[config.mk]
export PLATFORM = sky130hd
export DESIGN_NAME = count_sampler
export DESIGN_NICKNAME = d
export VERILOG_FILES = /design/src/rtl/count_sampler.sv
export SDC_FILE = /design/constraint.sdc
export NUM_CORES = 1
export LEC_CHECK = 0
export ABC_CLOCK_PERIOD_IN_PS = 3270
export BUFFER_PORTS_ARGS = -buffer_cell sky130_fd_sc_hd__buf_2
export CORE_MARGIN = 2
export CORE_UTILIZATION = 57
export CTS_BUF_LIST = sky130_fd_sc_hd__clkbuf_2 sky130_fd_sc_hd__clkbuf_4 sky130_fd_sc_hd__clkbuf_8
export DETAILED_ROUTE_END_ITERATION = 12
export PLACE_DENSITY = 0.87
export SLEW_MARGIN = 20
export SYNTH_ARGS = -nofsm -noshare
export SYNTH_HDL_FRONTEND = slang
export SYNTH_SLANG_ARGS = --single-unit
[constraint.sdc]
create_clock -name clk -period 3.27 [get_ports clk]
set_input_delay 0.327 -clock clk [delete_from_list [all_inputs] [get_ports clk]]
set_output_delay 0.327 -clock clk [all_outputs]
set_load 0.02 [all_outputs]
[src/rtl/count_sampler.sv]
// Decimating sampler for a free-running counter. Every DIV enabled cycles the
// value is queued, along with a flag saying whether it went backwards since the last sample.
module count_sampler #(
  parameter int WIDTH = 8,
  parameter int DEPTH = 4,
  parameter int DIV   = 4
) (
  input  logic                     clk,
  input  logic                     reset,
  input  logic [WIDTH-1:0]         value,
  input  logic                     sample_en,
  output logic [WIDTH-1:0]         out_data,
  output logic                     out_wrap,
  output logic                     out_valid,
  input  logic                     out_ready,
  output logic [$clog2(DEPTH):0]   count,
  output logic                     full,
  output logic [7:0]               drop_cnt
);

  localparam int AW = $clog2(DEPTH);
  localparam int CW = AW + 1;
  localparam int DW = (DIV > 1) ? $clog2(DIV) : 1;
  localparam logic [DW-1:0] DIV_LAST = DW'(DIV - 1);
  localparam logic [CW-1:0] COUNT_FULL = CW'(DEPTH);

  logic [DW-1:0]    div_cnt_reg, div_cnt_next;
  logic [WIDTH-1:0] prev_value_reg;
  logic             wrap_pending_reg, wrap_pending_next;
  logic [AW-1:0]    wr_ptr_reg, rd_ptr_reg;
  logic [CW-1:0]    count_reg, count_next;
  logic [7:0]       drop_cnt_reg, drop_cnt_next;

  logic [WIDTH-1:0] data_mem [DEPTH];
  logic             wrap_mem [DEPTH];
  logic [DEPTH-1:0] entry_we;

  logic tick, wrap_now, pop, push_ok, drop, entry_wrap;

  always_comb begin
    tick       = sample_en && (div_cnt_reg == DIV_LAST);
    wrap_now   = (value < prev_value_reg);
    entry_wrap = wrap_pending_reg | wrap_now;
    pop        = out_valid && out_ready;
    // A full FIFO still takes the sample when the head leaves in the same cycle.
    push_ok    = tick && (!full || pop);
    drop       = tick && full && !pop;
  end

  always_comb begin
    div_cnt_next = div_cnt_reg;
    if (sample_en) begin
      div_cnt_next = tick ? '0 : div_cnt_reg + 1'b1;
    end
    wrap_pending_next = tick ? 1'b0 : entry_wrap;
  end

  always_comb begin
    count_next = count_reg;
    case ({push_ok, pop})
      2'b10:   count_next = count_reg + 1'b1;
      2'b01:   count_next = count_reg - 1'b1;
      default: count_next = count_reg;
    endcase
    drop_cnt_next = drop_cnt_reg;
    if (drop && (drop_cnt_reg != 8'hFF)) begin
      drop_cnt_next = drop_cnt_reg + 1'b1;
    end
  end

  always_ff @(posedge clk) begin
    if (reset) begin
      div_cnt_reg      <= '0;
      prev_value_reg   <= '0;
      wrap_pending_reg <= 1'b0;
      wr_ptr_reg       <= '0;
      rd_ptr_reg       <= '0;
      count_reg        <= '0;
      drop_cnt_reg     <= '0;
    end else begin
      div_cnt_reg      <= div_cnt_next;
      prev_value_reg   <= value;
      wrap_pending_reg <= wrap_pending_next;
      count_reg        <= count_next;
      drop_cnt_reg     <= drop_cnt_next;
      if (push_ok) begin
        wr_ptr_reg <= wr_ptr_reg + 1'b1;
      end
      if (pop) begin
        rd_ptr_reg <= rd_ptr_reg + 1'b1;
      end
    end
  end

  genvar gi;
  generate
    for (gi = 0; gi < DEPTH; gi++) begin : g_we
      assign entry_we[gi] = push_ok && (wr_ptr_reg == AW'(gi));
    end
  endgenerate

  // Storage is cleared on reset so the head reads zero until the first push.
  always_ff @(posedge clk) begin
    for (int i = 0; i < DEPTH; i++) begin
      if (reset) begin
        data_mem[i] <= '0;
        wrap_mem[i] <= 1'b0;
      end else if (entry_we[i]) begin
        data_mem[i] <= value;
        wrap_mem[i] <= entry_wrap;
      end
    end
  end

  assign out_data  = data_mem[rd_ptr_reg];
  assign out_wrap  = wrap_mem[rd_ptr_reg];
  assign out_valid = (count_reg != '0);
  assign count     = count_reg;
  assign full      = (count_reg == COUNT_FULL);
  assign drop_cnt  = drop_cnt_reg;

endmodule

==> results.tsv <==
metric	value	unit
status	finished clean	
max-slew violations	0	
Core ar.	4750	µm²
Clock Skew	0.00918	ns
Top FF cell, synth	edfxtp_1	
clock sinks	64	
total CTS buffers	9	
Die Y	74.7	µm
htree depth	3	
Pre-Repair DR Iteration Count	4	
Fill cells	363	
share of async-settable or async-resettable flops after synthesis	0	%
gr usage total	20.8	%
Cells after Synth	246	
Most Crowded Layer GR	met2	
Post-DP HPWL	3710	µm
antenna violations before repair	0	
crit start category	register	
peak supply drop	588	µV
MaxCap Viol Count	0	
FF-to-FF End	data_mem[3][5]	
Final Setup Violations	0	
Hold Path Sink	prev_value_reg[0]	
multi-input combinational cell area	1100	µm²
Post-synth EDFFs	36	
Layout Utilization	68.7	%
std cell rows	25	
share of layout cells above drive strength 1	21.7	%
final WL	5240	µm
grt met1 use	27.5	%
Yosys top cell by area	edfxtp_1	
Synth top area share	38.0	%
Die Wd	74.7	µm
PwrDens	634	nW/µm²
measured slew at the worst slew-check pin	0.583	ns
top-count cell post-synth	nor2_1	
buffer depth of the longest clock path	2	
Crit Path Class	reg2reg	
hold wc startpoint	value[0]	
Leak	1.33	nW
Syn Area/Cell	11.6	µm²
CTS tree	built	
syn_nets	272	
YS warnings	0	
setup repair bufs after CTS	0	
Cell Area, Synth	2850	µm²
max FFs per register	32	
first-pass GRT wire length	8300	µm
register area	1640	µm²
antenna cells	0	
Resized Gates After CTS	0	
Vias/cell	5.39	
DIE AREA	5570	µm²
DR WL/cell	14.7	µm
Synth Register Bits	64	
element type at the critical path end	register	
io pins	34	
Synth area leaders	edfxtp_1, dfxtp_1, mux4_2	
final worst-path cycle share	65.3	%
Hold Crit Depth	3	
vias in the first global route	1757	
Tmin final	2.14	ns
Area Overhead vs Synth	14.8	%
post-synthesis sequential area ratio	57.7	%
GR Util met3	6.96	%
number of library cell types mapped by synthesis	41	
Final #Nets	311	
Reg2Reg Launch Point	div_cnt_reg[0]	
vias after detailed routing	1924	
synth cell count leaders	nor2_1, edfxtp_1, dfxtp_1	
clk root buf	clkbuf_8	
Skew-Pair Late Insertion Delay	0.34	ns
largest net degree at the start of global routing	23	
setup TNS	0	ns
CP Max Fanout	10	
IO Port Bufs	33	
RSZ-0062 raised after global routing	false	
Slew Limit Headroom	60.8	%
Fmax	0.468	GHz
register-to-register setup slack	1.13	ns
1st-iter DRT viols	149	
Worst-path clk slew	0.07	ns
Final Hold Fails	0	
Detail Route Antenna Nets	0	
WP data required	3.26	ns
Crit path arrival time	2.12	ns
hold buffer count at CTS	0	
DRC	0	
met2 usage	31.4	%
GPL Wtd Cong	0.784	
total gr overflow	0	
initial core utilization	59.8	%
Worst Hold Class	in2reg	
FF-to-FF path depth	5	
[through the flow]
step | hold slack [ns] | total power, W | cells | setup slack, ns | area, µm²
final | 0.316 | 0.00207 | 357 | 1.13 | 3270
after global routing | 0.316 | 0.00216 | 357 | 0.982 | 3270
after CTS | 0.296 | 0.00208 | 357 | 1.08 | 3270
after detailed placement | 0.493 | 0.00143 | 341 | 1.14 | 3070
after global placement | 0.473 | 0.00142 | 341 | 1.19 | 3070
after floorplan | 0.465 | 0.00131 | 246 | 1.27 | 2850
[area by class of cell]
cell class	count	area share (%)
clock buffers	10	4.02
clock inverters	6	1.88
inverters	23	2.64
multi-input cells	154	33.6
flip-flops and latches	64	50.2
well taps	67	2.57
repair buffers	33	5.06
[layout by cell type (no fill, tap or decap), types with 2 or more instances in the layout]
master and n:
or3_1 5, and3_1 2, inv_1 23, nand2_1 21, clkbuf_8 9, a21oi_1 6, o21ai_0 8, nor2_1 44
edfxtp_1 36, a2111oi_0 2, mux4_2 9, buf_2 33, nor3_1 7, nand3_1 5, o31ai_1 2, xor2_1 3
xnor2_1 2, mux2i_1 3, ha_1 13, dfxtp_1 28, nor2b_1 3, clkinv_2 3
[report_power, final]
group / switching [W] / internal [W] / leakage, nW
Combinational: 0.000234 / 0.000195 / 0.630
Clock: 0.000305 / 0.000358 / 0.0994
Sequential: 0.0000778 / 0.000904 / 0.601
Total: 0.000616 / 0.00146 / 1.33
[worst max path at each step]
| stage | startpoint | cells past startpoint | end | slack, ns |
|---|---|---|---|---|
| 2_1_floorplan | count[0] | 6 | count[2] | 1.27 |
| 3_3_place_gp | div_cnt_reg[0] | 5 | data_mem[3][5] | 1.19 |
| 3_5_place_dp | div_cnt_reg[0] | 5 | data_mem[3][5] | 1.14 |
| 4_1_cts | register | 2 | out_data[5] | 1.08 |
| 5_1_grt | div_cnt_reg[0] | 5 | data_mem[3][4] | 0.98 |
| 6_report | div_cnt_reg[0] | 5 | data_mem[3][5] | 1.13 |
[worst max-delay path: stages, from the launching register on]
cell and delay (ns):
dfxtp_1 0.36, ha_1 0.21, nand2_1 0.17, a21oi_2 0.29, nand2_1 0.31, nand2_1 0.44
[per-layer routing]
| metal | wire length (µm) | vias to the layer above |
|---|---|---|
| li1 | - | 952 |
| met1 | 2340 | 890 |
| met2 | 2440 | 73 |
| met3 | 350 | 9 |
| met4 | 102 | 0 |
| met5 | 0 | - |
[cell families after synthesis]
| family | count (synthesis) | share of synthesized area, % |
|---|---|---|
| simple gates | 95 | 15.3 |
| flops | 64 | 57.7 |
| buf+inv | 28 | 3.74 |
| compound gates | 27 | 6.68 |
| fa+ha+maj | 14 | 6.42 |
| mux | 13 | 8.58 |
| xor+xnor | 5 | 1.54 |
Power figures use the tool's default switching activity.
